--- config.mk ---
export PLATFORM = sky130hd
export DESIGN_NAME = move_tick_gen
export DESIGN_NICKNAME = d
export VERILOG_FILES = /design/src/rtl/move_tick_gen.sv
export SDC_FILE = /design/constraint.sdc
export NUM_CORES = 1
export LEC_CHECK = 0
export CAP_MARGIN = 20
export CORE_UTILIZATION = 60
export CTS_BUF_LIST = sky130_fd_sc_hd__clkbuf_8 sky130_fd_sc_hd__clkbuf_16
export DETAILED_ROUTE_END_ITERATION = 6
export DONT_BUFFER_PORTS = 1
export PLACE_DENSITY = 0.87
export RECOVER_POWER = 25
export SETUP_SLACK_MARGIN = 0.4
export SKIP_LAST_GASP = 1
export SLEW_MARGIN = 10
export SYNTH_ARGS = -nofsm -noshare
export SYNTH_HDL_FRONTEND = slang
export SYNTH_SLANG_ARGS = --single-unit
--- constraint.sdc ---
create_clock -name clk -period 5.1 [get_ports clk]
set_clock_uncertainty 0.15 [all_clocks]
set_input_delay 1.53 -clock clk [delete_from_list [all_inputs] [get_ports clk]]
set_output_delay 1.53 -clock clk [all_outputs]
set_load 0.01 [all_outputs]
--- src/rtl/move_tick_gen.sv ---
// Move/door period tick generator with active-low call-button press detection.
// Optional MOVE_SYNC_EN adds a 2-flop synchronizer per button and stretches INIT to 3 cycles.
module move_tick_gen #(
  parameter int N_BUTTONS = 3,
  parameter int CNT_W     = 26,
  parameter int MOVE_TIME = 10,
  parameter int DOOR_TIME = 20
) (
  input  logic                 clk,
  input  logic                 rst_n,
  input  logic [N_BUTTONS-1:0] buttons,
  input  logic                 moving,
  input  logic                 door_mode,
  output logic                 move_clk,
  output logic                 tick,
  output logic [N_BUTTONS-1:0] btn_event,
  output logic [CNT_W-1:0]     phase
);

  // state | meaning
  // INIT  | counter/outputs held clear, history primed with conditioned buttons
  // RUN   | period counting, press detection and restart
  localparam logic [0:0] ST_INIT = 1'b0;
  localparam logic [0:0] ST_RUN  = 1'b1;

`ifdef MOVE_SYNC_EN
  localparam int INIT_LEN = 3;
`else
  localparam int INIT_LEN = 1;
`endif

  localparam logic [1:0]       INIT_LAST = 2'(INIT_LEN - 1);
  localparam logic [CNT_W-1:0] MOVE_TC   = CNT_W'(MOVE_TIME);
  localparam logic [CNT_W-1:0] DOOR_TC   = CNT_W'(DOOR_TIME);

  logic [0:0]           state;
  logic [1:0]           init_cnt;
  logic [CNT_W-1:0]     counter;
  logic [N_BUTTONS-1:0] history;
  logic [N_BUTTONS-1:0] btn_cond;
  logic [N_BUTTONS-1:0] press;
  logic [CNT_W-1:0]     period_tc;
  logic                 restart;
  logic                 term;

`ifdef MOVE_SYNC_EN
  logic [N_BUTTONS-1:0] sync_q1;
  logic [N_BUTTONS-1:0] sync_q2;

  always_ff @(posedge clk or negedge rst_n) begin
    if (!rst_n) begin
      sync_q1 <= '1;
      sync_q2 <= '1;
    end else begin
      sync_q1 <= buttons;
      sync_q2 <= sync_q1;
    end
  end

  assign btn_cond = sync_q2;
`else
  assign btn_cond = buttons;
`endif

  always_comb begin
    period_tc = door_mode ? DOOR_TC : MOVE_TC;
    press     = history & ~btn_cond;
    // a press while stationary restarts the period and wins over terminal count
    restart   = (state == ST_RUN) && (|press) && !moving;
    term      = (counter >= period_tc);
  end

  always_ff @(posedge clk or negedge rst_n) begin
    if (!rst_n) begin
      state    <= ST_INIT;
      init_cnt <= INIT_LAST;
    end else if (state == ST_INIT) begin
      if (init_cnt == 2'd0) begin
        state <= ST_RUN;
      end else begin
        init_cnt <= init_cnt - 2'd1;
      end
    end
  end

  always_ff @(posedge clk or negedge rst_n) begin
    if (!rst_n) begin
      history <= '1;
    end else begin
      history <= btn_cond;
    end
  end

  always_ff @(posedge clk or negedge rst_n) begin
    if (!rst_n) begin
      btn_event <= '0;
    end else if (state == ST_RUN) begin
      btn_event <= press;
    end else begin
      btn_event <= '0;
    end
  end

  always_ff @(posedge clk or negedge rst_n) begin
    if (!rst_n) begin
      counter  <= '0;
      tick     <= 1'b0;
      move_clk <= 1'b0;
    end else if (state == ST_INIT || restart) begin
      counter  <= '0;
      tick     <= 1'b0;
      move_clk <= 1'b0;
    end else if (term) begin
      counter  <= '0;
      tick     <= 1'b1;
      move_clk <= ~move_clk;
    end else begin
      counter  <= counter + 1'b1;
      tick     <= 1'b0;
    end
  end

  assign phase = counter;

endmodule
* Word level (Yosys, flattened, before mapping)
Index checks and enable logic that the tools add are counted.
** Word-level totals
- Register bits :: 37
- Input port bits :: 7
- Output and inout port bits :: 31
- Word-level logic and storage cells :: 33
** Cells by class
- $add $sub $neg :: 2
- Magnitude comparators :: 1
- Mux-type cells :: 10
- Bitwise operators :: 5
- Reductions and logical operators :: 8
** Operators with widths (count)
- 26-bit 2-to-1 mux :: 2
- 26-bit by 1-bit adder with 26-bit output (second input constant) :: 1
- 26-bit by 5-bit >= comparator with 1-bit output :: 1
- 1-bit 2-to-1 mux :: 6
- 5-bit 2-to-1 mux :: 1
- 3-bit AND :: 1
- 3-bit 2-to-1 mux :: 1
- 1-bit NOT :: 3
- 3-bit NOT :: 1
- 3-bit OR reduction :: 1
- 1-bit logical AND :: 2
- 2-bit logical NOT :: 1
- 2-bit AND reduction :: 1
- 2-bit nonzero test :: 1
- 2-bit by 1-bit subtractor with 2-bit output (second input constant) :: 1
- 1-bit logical NOT :: 1
- 1-bit logical OR :: 1

* Longest topological paths before layout
Gate-level depths: netlist (run 1).
- Word-level depth :: 7
- Mapped depth :: 7

* Least setup slack after synthesis (run 1)
OpenSTA, ideal clock, no wires.
- Path kind :: in2reg
- Start :: input door_mode
- End :: register move_clk
- Setup time :: 0.119 ns
- Arrival time :: 2.575 ns
- Slack :: 2.256 ns
- Cell stages on the path :: 7
- Path through :: inv_1 ha_1 nor4_1 nand4_1 nor4_4 a21oi_1 o21a_1
** Between the ends
- Cells in the longest elaborated chain, start to end :: 3
** Ends and longest elaborated chain
- start, declared :: RTL line 13 : input logic door_mode,
- 5-bit 2-to-1 mux :: RTL line 66 : period_tc = door_mode ? DOOR_TC : MOVE_TC;
- 26-bit by 5-bit >= comparator with 1-bit output :: RTL line 70 : term = (counter >= period_tc);
- 2-bit nonzero test (no line)
- end signal, assigned :: RTL line 116 : move_clk <= ~move_clk;
- end, declared :: RTL line 14 : output logic move_clk,
No other way between the ends.
A chain may end at the register's enable or synchronous reset.

* Worst setup path in the final report (run 1)
Same ends and word-level chain as after synthesis.

==> key figures, run 1 <==
Synthesis
  – Synthesized instance count: 94
  – Dominant combinational cell family by area after synthesis: simple AND/OR/NAND/NOR gates
  – Summed instance area of the synthesized netlist: approximately 1300 um^2
  – Most used flip-flop cell after synthesis: sky130_fd_sc_hd__dfrtp_1
  – Post-synthesis simple-gate area fraction: 0.135
  – Fraction of the mapped netlist area in adder cells: 0.0574
  – Most common library cells after synthesis: sky130_fd_sc_hd__dfrtp_1, sky130_fd_sc_hd__nor2_1, sky130_fd_sc_hd__inv_1, sky130_fd_sc_hd__ha_1
  – Dominant cell by count in the synthesized netlist: sky130_fd_sc_hd__dfrtp_1
  – Dominant cells by area after synthesis: sky130_fd_sc_hd__dfrtp_1, sky130_fd_sc_hd__dfstp_2, sky130_fd_sc_hd__ha_1
  – Post-synth top area share: 0.651
  – Area leader, netlist: sky130_fd_sc_hd__dfrtp_1
  – Total of flip-flops plus latches after synthesis: 37
  – Average size of a mapped cell: roughly 14 um^2
  – Proportion of register bits with asynchronous set or reset after synthesis: 1.00
  – Post-synth EDFFs: 0
  – Synth warn: 0
  – Share of cell area taken by muxes after synthesis: 0
  – XOR/XNOR Fraction of Synth Area: 0.0335
  – Count of cell types in the netlist: 24
  – Synthesized-area fraction occupied by ao, oa, aoi and oai cells: 0.0402
  – Sequential element share of the synthesized area: 0.711

Power and ir drop
  – Static Leak: approximately 0.72 nW
  – Net switching power figure: approximately 0.11 mW
  – Int Pwr: slightly above 0.4 mW
  – Switching fraction of total power: 0.216
  – Design Power: 0.513 mW
  – Combinational share of power: 0.023
  – Worst vdd rail ir drop: between 200 and 300 uV
  – Part of the power in registers: 0.625
  – Clock Power Share: 0.352
  – Power Density: around 340 nW/um^2

Drt
  – DRT Wirelength: approximately 2.1 mm
  – Number of vias per cell: 5.03
  – Avg WL per Cell: 14.3 um
  – DRC errors left: 0
  – Count of antenna-violating nets left after detailed routing: 0
  – Total iterations of the first detailed-routing run: 4
  – Overall via count from detail_route: about 750
  – Violation count after the first detailed-routing iteration: 11

Setup path
  – R2r worst-path depth: 6
  – Buffers & Inverters on Critical Path: 1
  – Cell Chain, Critical Path: inv_1 -> ha_1 -> nor4_1 -> nand4_1 -> nor4_4 -> a21oi_1 -> o21a_1
  – Startpoint-to-endpoint class of the critical path: in -> reg
  – Worst R2R Setup Slack: approximately 3200 ps
  – Highest-delay cell along the critical path: sky130_fd_sc_hd__nor4_4
  – Reg2Reg Launch Point: phase[4]$_DFF_PN0_
  – Max incr delay on CP: 270 ps
  – Arrival time at the worst endpoint: ~2800 ps
  – Data required time of the critical path: between 5000 and 6000 ps
  – Crit start category: input port
  – CP endpoint kind: flop
  – Peak fanout along the critical path: 4
  – Cell family with most CP delay: simple AND/OR/NAND/NOR gates
  – Worst flop-to-flop path endpoint: move_clk$_DFFE_PN0P_

Place
  – Dpl ws: between 2000 and 2500 ps
  – Sum of net half-perimeters after detailed placement: 1.55 mm
  – Number of I/O port buffers: 0
  – GPL Wtd Cong: about 0.72

Clock network
  – CTS max path bufs: 2
  – Clk slew on worst S/H paths: 60 ps
  – Clock buffer count from CTS: 5
  – Number of buffers inserted by hold repair at cts: 0
  – Source-to-sink clock delay at the later pin of the worst-skew pair: ~280 ps
  – Number of cells upsized or downsized after cts: 0
  – Number of levels in the clock H-tree: 2
  – Total clock sinks: 37
  – Clock tree from TritonCTS: done
  – Clock root buffer: sky130_fd_sc_hd__clkbuf_8
  – Setup fix buffers added after clock tree synthesis: 0

STA
  – Setup violation total in the final timing report: 0
  – Highest achievable clock rate: around 360 MHz
  – Period Utilization, post-route: 0.542
  – RSZ-0062 raised after global routing: no
  – Worst-case setup margin in the final layout: 2340 ps
  – Max Transition Viols Final: 0
  – Worst hold slack: about 360 ps
  – Total negative slack: 0 ps
  – Number of failing hold endpoints at the final stage: 0
  – Minimum period implied by the final worst setup slack: about 2800 ps

Flow run
  – Number of maximum-capacitance violations: 0

Global routing
  – Pin count of the biggest net entering global routing: 38
  – Global-route usage over all layers: 0.222
  – Number of global-route vias before repair: about 850
  – Global route overflow: 0
  – Antenna violations before repair: 0
  – First-pass GRT wire length: 3.75 mm

Cells and area
  – Layout overhead on the synthesized area: 14.2%
  – Fin nets: roughly 130
  – Share of final-layout standard cells stronger than drive strength 1: 0.0992
  – Fillcell total: about 120
  – # diodes: 0

Min path
  – Hold WC Path Type: reg -> reg
  – Hold Startpoint: history[2]$_DFF_PN1_
  – Hold EP: btn_event[2]$_DFF_PN0_
  – Number of stages on the worst hold path: 2

Die
  – Die footprint: about 2400 um^2
  – Row count: 16
  – Height of the chip: roughly 50 um
  – IO Pins: 38
  – Horizontal die dimension: between 40 and 50 um
  – Initial cell density of the core: 0.653
  – Core Area: about 2000 um^2

Outcome
  – Outcome: completed
worst max-delay path by stage:
stage                     startpoint                    to  slack [ps]  cells after the start
final                      door_mode  move_clk$_DFFE_PN0P_        2340                      7
after detailed placement   door_mode  move_clk$_DFFE_PN0P_        2060                      7
after floorplan            door_mode  move_clk$_DFFE_PN0P_        2260                      7
after global routing       door_mode    phase[4]$_DFF_PN0_        2220                      7
after global placement     door_mode  move_clk$_DFFE_PN0P_        2180                      7
after CTS                  door_mode  move_clk$_DFFE_PN0P_        2340                      7
tightest hold or removal path, stage by stage (launching register included):
cell	delay, ps
sky130_fd_sc_hd__dfstp_2	360
sky130_fd_sc_hd__nand2b_1	80
sky130_fd_sc_hd__nor2_1	40
power groups by stage:
stage | registers (mW) | clock network [mW] | logic (mW)
finish | 0.321 | 0.181 | 0.0118
global route | 0.322 | 0.202 | 0.0139
CTS | 0.321 | 0.187 | 0.0112
detailed placement | 0.326 | 0 | 0.0111
global placement | 0.326 | 0 | 0.0102
floorplan | 0.324 | 0 | 0.00925
layer usage:
layer	global-route usage	vias to the layer above	wire length, um
met5	0	-	0
met4	0.0882	0	29
met3	0.135	5	189
met2	0.366	26	1100
met1	0.227	369	793
li1	-	345	-
flip-flops by register name, summed over array words and instances (netlist names):
name       count
btn_event      3
move_clk       1
phase         26
history        3
state          1
tick           1
init_cnt       2
layout make-up:
cell class | count | area, um^2 | area share
Sequential cell | 37 | 930 | 0.623
Inverter | 7 | 26.3 | 0.0176
Tap cell | 27 | 33.8 | 0.0226
Clock inverter | 3 | 11.3 | 0.00754
Multi-Input combinational cell | 69 | 423 | 0.283
Clock buffer | 5 | 68.8 | 0.0461
through the flow:
| step | cell area [um^2] | cells | utilization |
|---|---|---|---|
| after CTS | 1490 | 148 | 0.746 |
| after global placement | 1410 | 140 | 0.706 |
| final | 1490 | 148 | 0.746 |
| after global routing | 1490 | 148 | 0.746 |
| after detailed placement | 1410 | 140 | 0.706 |
| after floorplan | 1380 | 113 | - |
kinds of logic after synthesis:
group / Yosys count
xor gates and xnor gates: 5
and+or+nand+nor: 30
AOI/OAI and AO/OA: 8
DFF: 37
buffers and inverters: 7
other: 1
adders and majority gates: 6
cell usage in the layout (no fill, tap or decap):
cell type,synthesis,routed
sky130_fd_sc_hd__nand2b_1,4,4
sky130_fd_sc_hd__o21a_1,1,1
sky130_fd_sc_hd__nand4_1,1,1
sky130_fd_sc_hd__nand3_2,1,1
sky130_fd_sc_hd__ha_1,6,6
sky130_fd_sc_hd__a21o_1,1,1
sky130_fd_sc_hd__conb_1,1,20
sky130_fd_sc_hd__nand2_1,1,1
sky130_fd_sc_hd__xor2_1,2,2
sky130_fd_sc_hd__a21boi_1,1,1
sky130_fd_sc_hd__clkbuf_8,0,5
sky130_fd_sc_hd__or4_4,1,1
sky130_fd_sc_hd__xnor2_1,3,3
sky130_fd_sc_hd__and3_1,2,2
sky130_fd_sc_hd__nor2_1,12,12
sky130_fd_sc_hd__inv_1,7,10
sky130_fd_sc_hd__nor4_4,1,1
sky130_fd_sc_hd__a21oi_1,3,3
sky130_fd_sc_hd__o21ai_2,1,1
sky130_fd_sc_hd__dfrtp_1,34,34
sky130_fd_sc_hd__a31oi_1,1,1
sky130_fd_sc_hd__nor4_1,4,4
sky130_fd_sc_hd__dfstp_2,3,3
sky130_fd_sc_hd__nor2b_1,1,1
sky130_fd_sc_hd__nand3_1,2,2
Note: power is estimated with default switching activity, not from simulation.
==> run 2: changes to the inputs <==
--- a/config.mk
+++ b/config.mk
@@ -6,11 +6,11 @@
 export NUM_CORES = 1
 export LEC_CHECK = 0
 export CAP_MARGIN = 20
-export CORE_UTILIZATION = 60
+export CORE_UTILIZATION = 59
 export CTS_BUF_LIST = sky130_fd_sc_hd__clkbuf_8 sky130_fd_sc_hd__clkbuf_16
 export DETAILED_ROUTE_END_ITERATION = 6
 export DONT_BUFFER_PORTS = 1
-export PLACE_DENSITY = 0.87
+export PLACE_DENSITY = 0.86
 export RECOVER_POWER = 25
 export SETUP_SLACK_MARGIN = 0.4
 export SKIP_LAST_GASP = 1
==> constraint.sdc (replaced) <==
create_clock -name clk -period 2.8 [get_ports clk]
set_clock_uncertainty 0.15 [all_clocks]
set_input_delay 0.84 -clock clk [delete_from_list [all_inputs] [get_ports clk]]
set_output_delay 0.84 -clock clk [all_outputs]
set_load 0.01 [all_outputs]
==> run 2 against run 1 <==
- non-clock buffer count unchanged
- die area increased by 1.6%
- largest power group unchanged
- combinational power increased by 79%
- register-to-register slack got worse by 2200 ps
- flip-flop and latch count unchanged
- largest cell class unchanged
- worst setup slack got worse by 1500 ps
- first-iteration DRC count decreased by 55%
==> key figures, run 2 (synthesized netlist as in run 1, its figures left out) <==
Drt
  – Total iterations of the first detailed-routing run: 2 (-2)
  – Avg WL per Cell: 13.9 um (-2.5%)
  – Violation count after the first detailed-routing iteration: 5 (-6)
  – DRC errors left: 0 (unchanged)
  – Number of vias per cell: 4.86 (-3.4%)
  – DRT Wirelength: 2.06 mm (-2.5%)
  – Overall via count from detail_route: 720 (-3.4%)
  – Count of antenna-violating nets left after detailed routing: 0 (unchanged)

STA
  – Number of failing hold endpoints at the final stage: 0 (unchanged)
  – Max Transition Viols Final: 0 (unchanged)
  – RSZ-0062 raised after global routing: no
  – Worst hold slack: 94.1 ps (-270 ps)
  – Minimum period implied by the final worst setup slack: ~2000 ps
  – Highest achievable clock rate: 509 MHz
  – Total negative slack: 0 ps (unchanged)
  – Worst-case setup margin in the final layout: 837 ps (-1500 ps)
  – Setup violation total in the final timing report: 0 (unchanged)
  – Period Utilization, post-route: 0.701

Power and ir drop
  – Static Leak: 0.733 nW (+1.5%)
  – Net switching power figure: 0.204 mW (+84%)
  – Clock Power Share: 0.428 (+0.076)
  – Power Density: 692 nW/um^2 (+100%)
  – Switching fraction of total power: 0.193 (-0.0231)
  – Combinational share of power: 0.020 (-0.003)
  – Part of the power in registers: 0.552 (-0.073)
  – Worst vdd rail ir drop: 593 uV (+130%)
  – Int Pwr: 0.854 mW (+110%)
  – Design Power: 1.06 mW (+110%)

Outcome
  – Outcome: completed

Clock network
  – Clock root buffer: sky130_fd_sc_hd__clkbuf_8
  – CTS max path bufs: 2 (unchanged)
  – Number of cells upsized or downsized after cts: 0 (unchanged)
  – Clk slew on worst S/H paths: 70 ps (about the same)
  – Setup fix buffers added after clock tree synthesis: 0 (unchanged)
  – Number of buffers inserted by hold repair at cts: 0 (unchanged)
  – Total clock sinks: 37 (unchanged)
  – Source-to-sink clock delay at the later pin of the worst-skew pair: 280 ps (about the same)
  – Clock tree from TritonCTS: done
  – Clock buffer count from CTS: 5 (unchanged)
  – Number of levels in the clock H-tree: 2 (unchanged)

Cells and area
  – Fin nets: 133 (unchanged)
  – End-of-flow core utilization: 0.756 (+0.0106)
  – Layout overhead on the synthesized area: 16.9%
  – # diodes: 0 (unchanged)
  – Share of final-layout standard cells stronger than drive strength 1: 0.116 (+0.0165)
  – Most used cells in the layout excluding fill and tap cells: sky130_fd_sc_hd__dfrtp_1, sky130_fd_sc_hd__conb_1, sky130_fd_sc_hd__nor2_1, sky130_fd_sc_hd__inv_1
  – Leading cell type in the layout, fill and taps excluded: sky130_fd_sc_hd__dfrtp_1
  – Final non-filler cell area: 1530 um^2 (+2.4%)
  – Flip-flop count of the largest register, all copies and words added: 26 (unchanged)
  – Final Non-Filler Cells: 148 (unchanged)
  – Fillcell total: 121 (+1.7%)

Die
  – Height of the chip: 49.1 um (+0.81%)
  – Horizontal die dimension: 49.1 um (+0.81%)
  – Initial cell density of the core: 0.647 (-0.00647)
  – Die footprint: 2410 um^2 (+1.6%)
  – IO Pins: 38 (unchanged)
  – Row count: 16 (unchanged)
  – Core Area: 2020 um^2 (+1.0%)

Setup path
  – R2r worst-path depth: 6 (unchanged)
  – Crit start category: input port
  – Cell family with most CP delay: simple AND/OR/NAND/NOR gates
  – Cell Chain, Critical Path: inv_1 -> ha_1 -> nor4_1 -> nand4_1 -> nor4_4 -> a21oi_1 -> o21a_1
  – Worst flop-to-flop path endpoint: move_clk$_DFFE_PN0P_
  – Worst R2R Setup Slack: 960 ps (-2210 ps)
  – Reg2Reg Launch Point: phase[4]$_DFF_PN0_
  – Peak fanout along the critical path: 4 (unchanged)
  – Max incr delay on CP: 240 ps (-30 ps)
  – CP endpoint kind: flop
  – Startpoint-to-endpoint class of the critical path: in -> reg
  – Buffers & Inverters on Critical Path: 1 (unchanged)
  – Highest-delay cell along the critical path: sky130_fd_sc_hd__nor4_4
  – Data required time of the critical path: 2820 ps (-2310 ps)
  – Arrival time at the worst endpoint: 1990 ps (-800 ps)

Min path
  – Hold WC Path Type: in -> async

Place
  – GPL Wtd Cong: 0.749 (+3.9%)
  – Sum of net half-perimeters after detailed placement: 1.48 mm (-4.1%)
  – Number of I/O port buffers: 0 (unchanged)
  – Dpl ws: 509 ps (-1550 ps)
  – Number of placed cells counting well taps: 140 (unchanged)
  – Cell area reported after detailed placement: 1410 um^2 (unchanged)

Global routing
  – First-pass GRT wire length: 3.35 mm (-11%)
  – Pin count of the biggest net entering global routing: 38 (unchanged)
  – Antenna violations before repair: 0 (unchanged)
  – Number of global-route vias before repair: 753 (-11%)
  – Global-route usage over all layers: 0.200 (-0.0225)
  – Global route overflow: 0 (unchanged)

Flow run
  – Number of maximum-capacitance violations: 0 (unchanged)
-- run 2: layout make-up --
| type | instances | area [um^2] | share of cell area |
|---|---|---|---|
| clock buffer | 6 | 82.6 | 0.0540 |
| inverter | 7 | 26.3 | 0.0172 |
| tap | 27 | 33.8 | 0.0221 |
| sequential | 37 | 930 | 0.608 |
| multi-input combinational | 69 | 423 | 0.277 |
| clock inverter | 2 | 33.8 | 0.0221 |
-- run 2: how the worst max path moves through the flow --
stage          depth (start not counted)  slack, ps  startpoint                   end
2_1_floorplan                          7        650   door_mode  move_clk$_DFFE_PN0P_
3_3_place_gp                           7        570   door_mode  move_clk$_DFFE_PN0P_
3_5_place_dp                           7        510   door_mode  move_clk$_DFFE_PN0P_
4_1_cts                                7        830   door_mode  move_clk$_DFFE_PN0P_
5_1_grt                                7        690   door_mode    phase[4]$_DFF_PN0_
6_report                               7        840   door_mode  move_clk$_DFFE_PN0P_
-- run 2: power by group through the flow --
stage                     combinational (mW)  clock [mW]  sequential, mW
after floorplan                       0.0168           0           0.589
after global placement                0.0185           0           0.593
after detailed placement              0.0200           0           0.594
after CTS                             0.0201       0.468           0.584
after global routing                  0.0243       0.490           0.586
final                                 0.0211       0.453           0.584
-- run 2: routing by layer --
metal,vias to the layer above,global-route usage,share of wire
met5,-,0,0
met2,25,0.340,0.53
met1,344,0.201,0.39
li1,346,-,-
met3,5,0.103,0.068
met4,0,0.0882,0.016
-- run 2: worst register-to-register path, cell delays in order (launching register included) --
cell	delay, ps
sky130_fd_sc_hd__dfrtp_1	460
sky130_fd_sc_hd__ha_1	220
sky130_fd_sc_hd__nor4_1	170
sky130_fd_sc_hd__nand4_1	180
sky130_fd_sc_hd__nor4_4	240
sky130_fd_sc_hd__a21oi_1	110
sky130_fd_sc_hd__o21a_1	190
